### config.mk
export PLATFORM = sky130hd
export DESIGN_NAME = mix_col_seq
export DESIGN_NICKNAME = d
export VERILOG_FILES = /design/src/rtl/mix_col_seq_pkg.sv /design/src/rtl/col_oper.sv /design/src/rtl/mix_col_seq.sv
export SDC_FILE = /design/constraint.sdc
export NUM_CORES = 1
export LEC_CHECK = 0
export ABC_AREA = 1
export CORE_MARGIN = 4
export CORE_UTILIZATION = 40
export CTS_BUF_LIST = sky130_fd_sc_hd__clkbuf_8
export DETAILED_ROUTE_END_ITERATION = 10
export SLEW_MARGIN = 20
export SYNTH_ARGS = -nofsm -noshare
export SYNTH_HDL_FRONTEND = slang
export SYNTH_SLANG_ARGS = --single-unit
### constraint.sdc
create_clock -name clk -period 2.8 [get_ports clk]
set_input_delay 0.56 -clock clk [delete_from_list [all_inputs] [get_ports clk]]
set_output_delay 0.56 -clock clk [all_outputs]
set_load 0.005 [all_outputs]
### src/rtl/mix_col_seq_pkg.sv
// Shared types and constants for the sequential AES MixColumns block.
package mix_col_seq_pkg;

    localparam int STATE_W  = 128;
    localparam int COL_W    = 32;
    localparam int BYTE_W   = 8;
    localparam int NUM_COLS = 4;

    localparam logic [BYTE_W-1:0] XTIME_POLY = 8'h1b;

    typedef enum logic [1:0] {
        IDLE = 2'd0,
        BUSY = 2'd1,
        DONE = 2'd2
    } state_e;

    // Multiply by x in GF(2^8), folding the overflow bit back with the AES polynomial.
    function automatic logic [BYTE_W-1:0] xtime(input logic [BYTE_W-1:0] b);
        return {b[BYTE_W-2:0], 1'b0} ^ (b[BYTE_W-1] ? XTIME_POLY : '0);
    endfunction

endpackage

### src/rtl/col_oper.sv
// Combinational MixColumns transform of one 32-bit column (a0 in the top byte).
module col_oper
    import mix_col_seq_pkg::*;
(
    input  logic [COL_W-1:0] col_i,
    output logic [COL_W-1:0] col_o
);

    logic [BYTE_W-1:0] a0, a1, a2, a3;
    logic [BYTE_W-1:0] x0, x1, x2, x3;

    always_comb begin
        a0 = col_i[31:24];
        a1 = col_i[23:16];
        a2 = col_i[15:8];
        a3 = col_i[7:0];
        x0 = xtime(a0);
        x1 = xtime(a1);
        x2 = xtime(a2);
        x3 = xtime(a3);
        // 3a is expressed as xtime(a) ^ a.
        col_o[31:24] = x0 ^ (x1 ^ a1) ^ a2 ^ a3;
        col_o[23:16] = a0 ^ x1 ^ (x2 ^ a2) ^ a3;
        col_o[15:8]  = a0 ^ a1 ^ x2 ^ (x3 ^ a3);
        col_o[7:0]   = (x0 ^ a0) ^ a1 ^ a2 ^ x3;
    end

endmodule

### src/rtl/mix_col_seq.sv
// Sequential AES MixColumns: one shared column unit, four cycles per state word.
// Defining MIX_COL_SEQ_BYPASS_EN adds in_bypass, which passes a word straight to DONE.
module mix_col_seq
    import mix_col_seq_pkg::*;
(
    input  logic             clk,
    input  logic             rst_n,
    input  logic             in_valid,
    output logic             in_ready,
    input  logic [0:127]     in_data,
`ifdef MIX_COL_SEQ_BYPASS_EN
    input  logic             in_bypass,
`endif
    output logic             out_valid,
    input  logic             out_ready,
    output logic [0:127]     out_data,
    output logic             busy
);

    state_e                      fsm_q, fsm_d;
    logic [1:0]                  col_idx_q, col_idx_d;
    logic [1:0]                  col_sel;
    logic [NUM_COLS-1:0][COL_W-1:0] state_q, state_d;
    logic [STATE_W-1:0]          out_q, out_d;
    logic [COL_W-1:0]            col_in, col_out;
    logic                        accept;
    logic                        bypass;

    col_oper u_col_oper (
        .col_i (col_in),
        .col_o (col_out)
    );

`ifdef MIX_COL_SEQ_BYPASS_EN
    assign bypass = in_bypass;
`else
    assign bypass = 1'b0;
`endif

    // Column 0 occupies the most significant 32 bits of the packed state.
    assign col_sel = 2'd3 - col_idx_q;
    assign col_in  = state_q[col_sel];

    assign in_ready  = (fsm_q == IDLE) || ((fsm_q == DONE) && out_ready);
    assign accept    = in_valid && in_ready;
    assign out_valid = (fsm_q == DONE);
    assign busy      = (fsm_q != IDLE);
    assign out_data  = out_q;

    always_comb begin
        fsm_d     = fsm_q;
        col_idx_d = col_idx_q;
        state_d   = state_q;
        out_d     = out_q;

        if (accept) begin
            state_d   = in_data;
            col_idx_d = 2'd0;
            if (bypass) begin
                fsm_d = DONE;
                out_d = in_data;
            end else begin
                fsm_d = BUSY;
            end
        end else begin
            case (fsm_q)
                IDLE: ;
                BUSY: begin
                    state_d[col_sel] = col_out;
                    col_idx_d        = col_idx_q + 2'd1;
                    // The result is latched separately so out_data never shows partial work.
                    if (col_idx_q == 2'd3) begin
                        fsm_d = DONE;
                        out_d = state_d;
                    end
                end
                DONE: begin
                    if (out_ready) begin
                        fsm_d = IDLE;
                    end
                end
                default: fsm_d = IDLE;
            endcase
        end
    end

    always_ff @(posedge clk or negedge rst_n) begin
        if (!rst_n) begin
            fsm_q     <= IDLE;
            col_idx_q <= 2'd0;
            state_q   <= '0;
            out_q     <= '0;
        end else begin
            fsm_q     <= fsm_d;
            col_idx_q <= col_idx_d;
            state_q   <= state_d;
            out_q     <= out_d;
        end
    end

endmodule

==> reports/metrics.yaml, run 1 <==
clock_tree:
  clkSlewWorstSetupHoldPaths_ns: 0.06
  clk_latency_ns: 0.63
  cts_root_buf: "clkbuf_8"
  clockBufferDepth: 3
  htreeDepth: 2
  cts_made_buffers: 47
  tritoncts: "yes"
  clkSinkCount: 260
  post_cts_resized: 0
synthesis:
  synth_cell_types: 32
  synth_seq_area_share_pct: 40.4
  syn_avg_cell_area_sq_um: 6.62
  syn_nets: 2568
  ys_ff_latch: 260
  yosys_warnings: 0
  netlist_instances: 2432
  netlist_area_sq_um: 16100
drt:
  totalWireLength_um: 65100
  dr.pass1.iters: 6
  viasPerCell: 5.41
  drc: 0
  drt-initial-drc-count: 1638
  dr_total_vias: 17400
  ant_nets: 0
  wl_per_cell_um: 20.3
place:
  place_inst: 3127
  dp_hpwl_um: 46500
  routabilityCongestion: 0.944
  portBuffers: 262
cells_and_area:
  mostFrequentLayoutCells: "nand2_1 (999), nand3_1 (620), clkdlybuf4s50_1 (260)"
  mostFrequentLayoutCell: "nand2_1"
  drive_gt1_share_pct: 7.64
  diodes: 0
  syn2layout_area_growth_pct: 25.9
  nets: 2788
  final_cells: 3209
timing:
  worstMarginPinSlew_ns: 1.11
  period_share_pct: 91.9
  slew_violations: 0
  hold_viol_final: 0
  tns_ns: 0
  relSlewSlack_pct: 25.9
  setup_viol: 0
  finalCriticalPeriod_ns: 2.57
  fmax_ghz: 0.389
  final.setup_skew_ns: 0.0324
  rsz0062_at_grt: "no"
global_route:
  use_met1_pct: 38.3
  grt_pass1_wl_um: 99400
  antenna_found_initial: 0
  grt_usage_pct: 29.1
  grt_max_degree: 131
  grt_use_met2_pct: 48.4
  overflow: 0
  first_global_vias: 17100
  grt_busiest_layer: "met2"
  grt_util_met3_pct: 3.72
critical_path:
  crit_type: "reg -> out"
  crit_required_ns: 2.24
  rrSetupSlack_ns: 0.23
  crit_arrival_ns: 2.01
  worstPathMaxFanout: 4
  start_kind: "flip-flop"
  critPathCaptureType: "output port"
floorplan:
  die_area_sq_um: 43500
  fp.dieH_um: 209
  core_area_sq_um: 39700
  io_pins: 263
  fp-row-count: 73
  die_w_um: 209
  initial_core_util_pct: 40.5
status:
  status: "complete, no violations"
worst_hold_path:
  hold_class: "in -> reg"
flow_run:
  maxCapViolCount: 0
==> stage by stage <==
step           utilization, %  hold slack, ns  area, sq um  setup WS [ns]
6_report                 51.0           0.402        20300          0.228
2_1_floorplan               -           0.264        16100          0.864
4_1_cts                  51.0           0.358        20300          0.175
3_5_place_dp             48.6           0.465        19300          0.142
3_3_place_gp             48.6           0.463        19300          0.218
5_1_grt                  51.0           0.395        20300          0.149
==> cells in the mapped netlist <==
cell	n	area share, %
or2_2	37	1.4
buf_8	1	0.093
nand2_4	2	0.14
ha_1	4	0.31
nor2_1	8	0.19
nor3_2	1	0.062
nand3_1	620	19
buf_1	18	0.42
nand2_2	25	0.97
nand4_1	1	0.039
buf_4	4	0.19
inv_4	1	0.039
xor2_1	3	0.16
o21ai_1	14	0.44
buf_2	29	0.90
a21oi_1	3	0.093
xor2_2	1	0.10
nand3_2	5	0.31
dfrtp_1	260	40
a21o_1	1	0.047
clkbuf_1	76	1.8
buf_6	6	0.42
a32o_1	10	0.62
a22oi_1	1	0.047
nand3b_1	4	0.19
inv_1	199	4.6
nand2_1	1000	23
nand3b_4	1	0.12
inv_2	16	0.37
o21ai_4	1	0.10
xnor2_1	12	0.65
o21ai_0	68	2.1
==> flip-flops by register name (all words and copies together), names as in the netlist <==
signal	cells
state_q	128
fsm_q	2
col_idx_q	2
out_data	128
==> layout make-up <==
type	count	area [sq um]
fillers	4015	19500
multi-input cells	1822	8200
flip-flops and latches	260	6510
repair buffers	305	3150
clock buffers	61	840
inverters	216	815
well taps	525	657
clock inverters	20	106
==> final timing paths <==
check | to | startpoint | cells after the start
setup / recovery | in_ready | fsm_q[1]$_DFFE_PN0P_ | 2
hold / removal | fsm_q[0]$_DFFE_PN0P_ | in_valid | 4
setup reg to reg | state_q[9]$_DFFE_PN0P_ | col_idx_q[0]$_DFFE_PN0P_ | 12
hold reg to reg | out_data[38]$_DFFE_PN0P_ | out_data[38]$_DFFE_PN0P_ | 2
max in group asynchronous | state_q[113]$_DFFE_PN0P_ | rst_n | 3
min in group asynchronous | out_data[102]$_DFFE_PN0P_ | rst_n | 2
==> critical path, stage by stage (launching register included) <==
cell	delay, ns
dfrtp_1	0.44
a21oi_4	0.37
clkdlybuf4s50_1	0.58
==> metal layers <==
layer	vias to the layer above	wire [um]
met2	724	31200
met1	8272	26700
met4	0	3030
li1	8235	-
met5	-	0
met3	128	4150
==> kinds of logic after synthesis <==
kind of cell / synth area share [%]
AO/OA/AOI/OAI: 3.46
XOR/XNOR: 0.917
adder cells (fa/ha/maj): 0.311
buffers and inverters: 8.84
flip-flops: 40.4
AND/OR/NAND/NOR: 46.1
==> what timing repair did <==
action / in CTS / in global routing
hold buffers: 1 / 0
hold endpoints to repair: 71 / 0
endpoints found under the setup margin: 0 / 0
setup buffers: 0 / 0
Power of run 1 is left out: the tool's default activity adds up to more than one toggle a clock period on the data nets, which glitch-free logic cannot reach.
==> inputs of run 2 (changes only) <==
- CELL_PAD_IN_SITES_DETAIL_PLACEMENT: default -> 1
- CELL_PAD_IN_SITES_GLOBAL_PLACEMENT: default -> 2
- CORE_UTILIZATION: 40 -> 33
- PLACE_DENSITY_LB_ADDON: default -> 0.1
- TNS_END_PERCENT: default -> 5
==> reports/metrics.yaml, run 2 (synthesis gave the netlist of run 1 again) <==
clock_tree:
  clockBufferDepth: 3  # unchanged
  cts_root_buf: "clkbuf_8"
  clkSinkCount: 260  # unchanged
  clkSlewWorstSetupHoldPaths_ns: 0.06  # about the same
  tritoncts: "yes"
  htreeDepth: 2  # unchanged
  cts_made_buffers: 51  # +8.5%
  clk_latency_ns: 0.64  # about the same
critical_path:
  start_kind: "flip-flop"
  worstPathMaxFanout: 28  # +24
  cp-endpoint: "out_data[80]$_DFFE_PN0P_"
  crit_type: "reg -> reg"
  rrSetupSlack_ns: 0.17  # -0.06 ns
  crit_arrival_ns: 3.12  # +1.11 ns
  crit_required_ns: 3.30  # +1.06 ns
  reg2reg_depth: 11  # -1
  reg2reg_from: "col_idx_q[0]$_DFFE_PN0P_"
  crit-reg2reg-capture: "out_data[80]$_DFFE_PN0P_"
  crit_start: "col_idx_q[0]$_DFFE_PN0P_"
  critPathCaptureType: "flip-flop"
cells_and_area:
  syn2layout_area_growth_pct: 30.1
  fin_util_pct: 43.7  # -7.3 points
  mostFrequentLayoutCells: "nand2_1 (999), nand3_1 (620), clkdlybuf4s50_1 (260)"
  mostFrequentLayoutCell: "nand2_1"
  drive_gt1_share_pct: 9.04  # +1.4 points
  nets: 2830  # +1.5%
  diodes: 0  # unchanged
floorplan:
  initial_core_util_pct: 33.6  # -6.9 points
  die_w_um: 229  # +9.7%
  fp.dieH_um: 229  # +9.7%
  core_area_sq_um: 47900  # +21%
  io_pins: 263  # unchanged
  fp-row-count: 80  # +9.6%
  die_area_sq_um: 52400  # +20%
drt:
  drt-initial-drc-count: 1137  # -31%
  viasPerCell: 5.30  # -2.0%
  route.met2.wl_um: 39200  # +26%
  ant_nets: 0  # unchanged
  wl_per_cell_um: 23.2  # +14%
  top_layer_used: "met4"
  dr.pass1.iters: 5  # -1
  met3_length_um: 2610  # -37%
  wl_met1_um: 33000  # +24%
  dr_total_vias: 17700  # +2.2%
  totalWireLength_um: 77700  # +19%
  drc: 0  # unchanged
timing:
  hold_ws_ns: 0.377  # -0.0250 ns
  tns_ns: 0  # unchanged
  worstMarginPinSlew_ns: 0.954  # -0.156 ns
  rsz0062_at_grt: "no"
  finalCriticalPeriod_ns: 2.63  # +0.0555 ns
  fmax_ghz: 0.381  # -2.1%
  relSlewSlack_pct: 36.3  # +10 points
  slew_violations: 0  # unchanged
  setup_viol: 0  # unchanged
  hold_viol_final: 0  # unchanged
  period_share_pct: 93.8  # +2.0 points
  final.setup_skew_ns: 0.0286  # -0.00379 ns
place:
  routabilityCongestion: 0.941  # -0.28%
  dp_hpwl_um: 56400  # +21%
  portBuffers: 262  # unchanged
status:
  status: "complete, no violations"
global_route:
  antenna_found_initial: 0  # unchanged
  overflow: 0  # unchanged
  grt_pass1_wl_um: 117000  # +17%
  first_global_vias: 19000  # +11%
  grt_usage_pct: 28.8  # -0.29 points
  grt_max_degree: 131  # unchanged
worst_hold_path:
  hold_class: "in -> reg"
flow_run:
  maxCapViolCount: 0  # unchanged
[run 2: per-layer routing]
metal | vias up | GRT usage (%)
li1 | 8319 | -
met1 | 8913 | 35.9
met2 | 390 | 51.6
met3 | 119 | 3.17
met4 | 0 | 10.5
met5 | - | 0
[run 2: repair_timing]
item | CTS | global route
setup buffers | 0 | 1
resized for setup | 0 | 1
endpoints found under the setup margin | 0 | 11
hold endpoints to repair | 49 | 0
hold buffers | 1 | 0
[run 2: how the worst min path moves through the flow]
stage | startpoint | cells after the start | endpoint | slack (ns)
floorplan | rst_n | 0 | col_idx_q[0]$_DFFE_PN0P_ | 0.26
global placement | out_data[124]$_DFFE_PN0P_ | 2 | out_data[124]$_DFFE_PN0P_ | 0.46
detailed placement | out_data[30]$_DFFE_PN0P_ | 2 | out_data[30]$_DFFE_PN0P_ | 0.47
CTS | in_valid | 3 | fsm_q[0]$_DFFE_PN0P_ | 0.32
global route | in_valid | 3 | fsm_q[0]$_DFFE_PN0P_ | 0.35
finish | in_valid | 3 | fsm_q[0]$_DFFE_PN0P_ | 0.38
[run 2: stage by stage]
| stage | setup slack (ns) | std cells | cell area (sq um) |
|---|---|---|---|
| after detailed placement | 0.129 | 3253 | 19800 |
| after floorplan | 0.864 | 2432 | 16100 |
| after global routing | 0.0127 | 3348 | 20900 |
| after CTS | 0.113 | 3346 | 20900 |
| after global placement | 0.106 | 3253 | 19800 |
| final | 0.173 | 3348 | 20900 |
[run 2: worst max-delay path: stages (launching register included)]
cell and delay, ns:
dfrtp_2 0.46, buf_4 0.18, clkbuf_16 0.20, a21oi_1 0.16, o21ai_0 0.11, nand2_1 0.25, xor2_1 0.23, inv_1 0.06
nand2_1 0.40, nand3_1 0.22, nand3_1 0.16, nand2_1 0.07
[run 2: layout make-up]
class | count | area (sq um)
inverters | 216 | 818
multi-input cells | 1822 | 8200
clock inverters | 26 | 153
fillers | 6144 | 27000
well taps | 615 | 769
flip-flops and latches | 260 | 6510
clock buffers | 66 | 908
repair buffers | 343 | 3590
Power of run 2 is left out for the same reason.
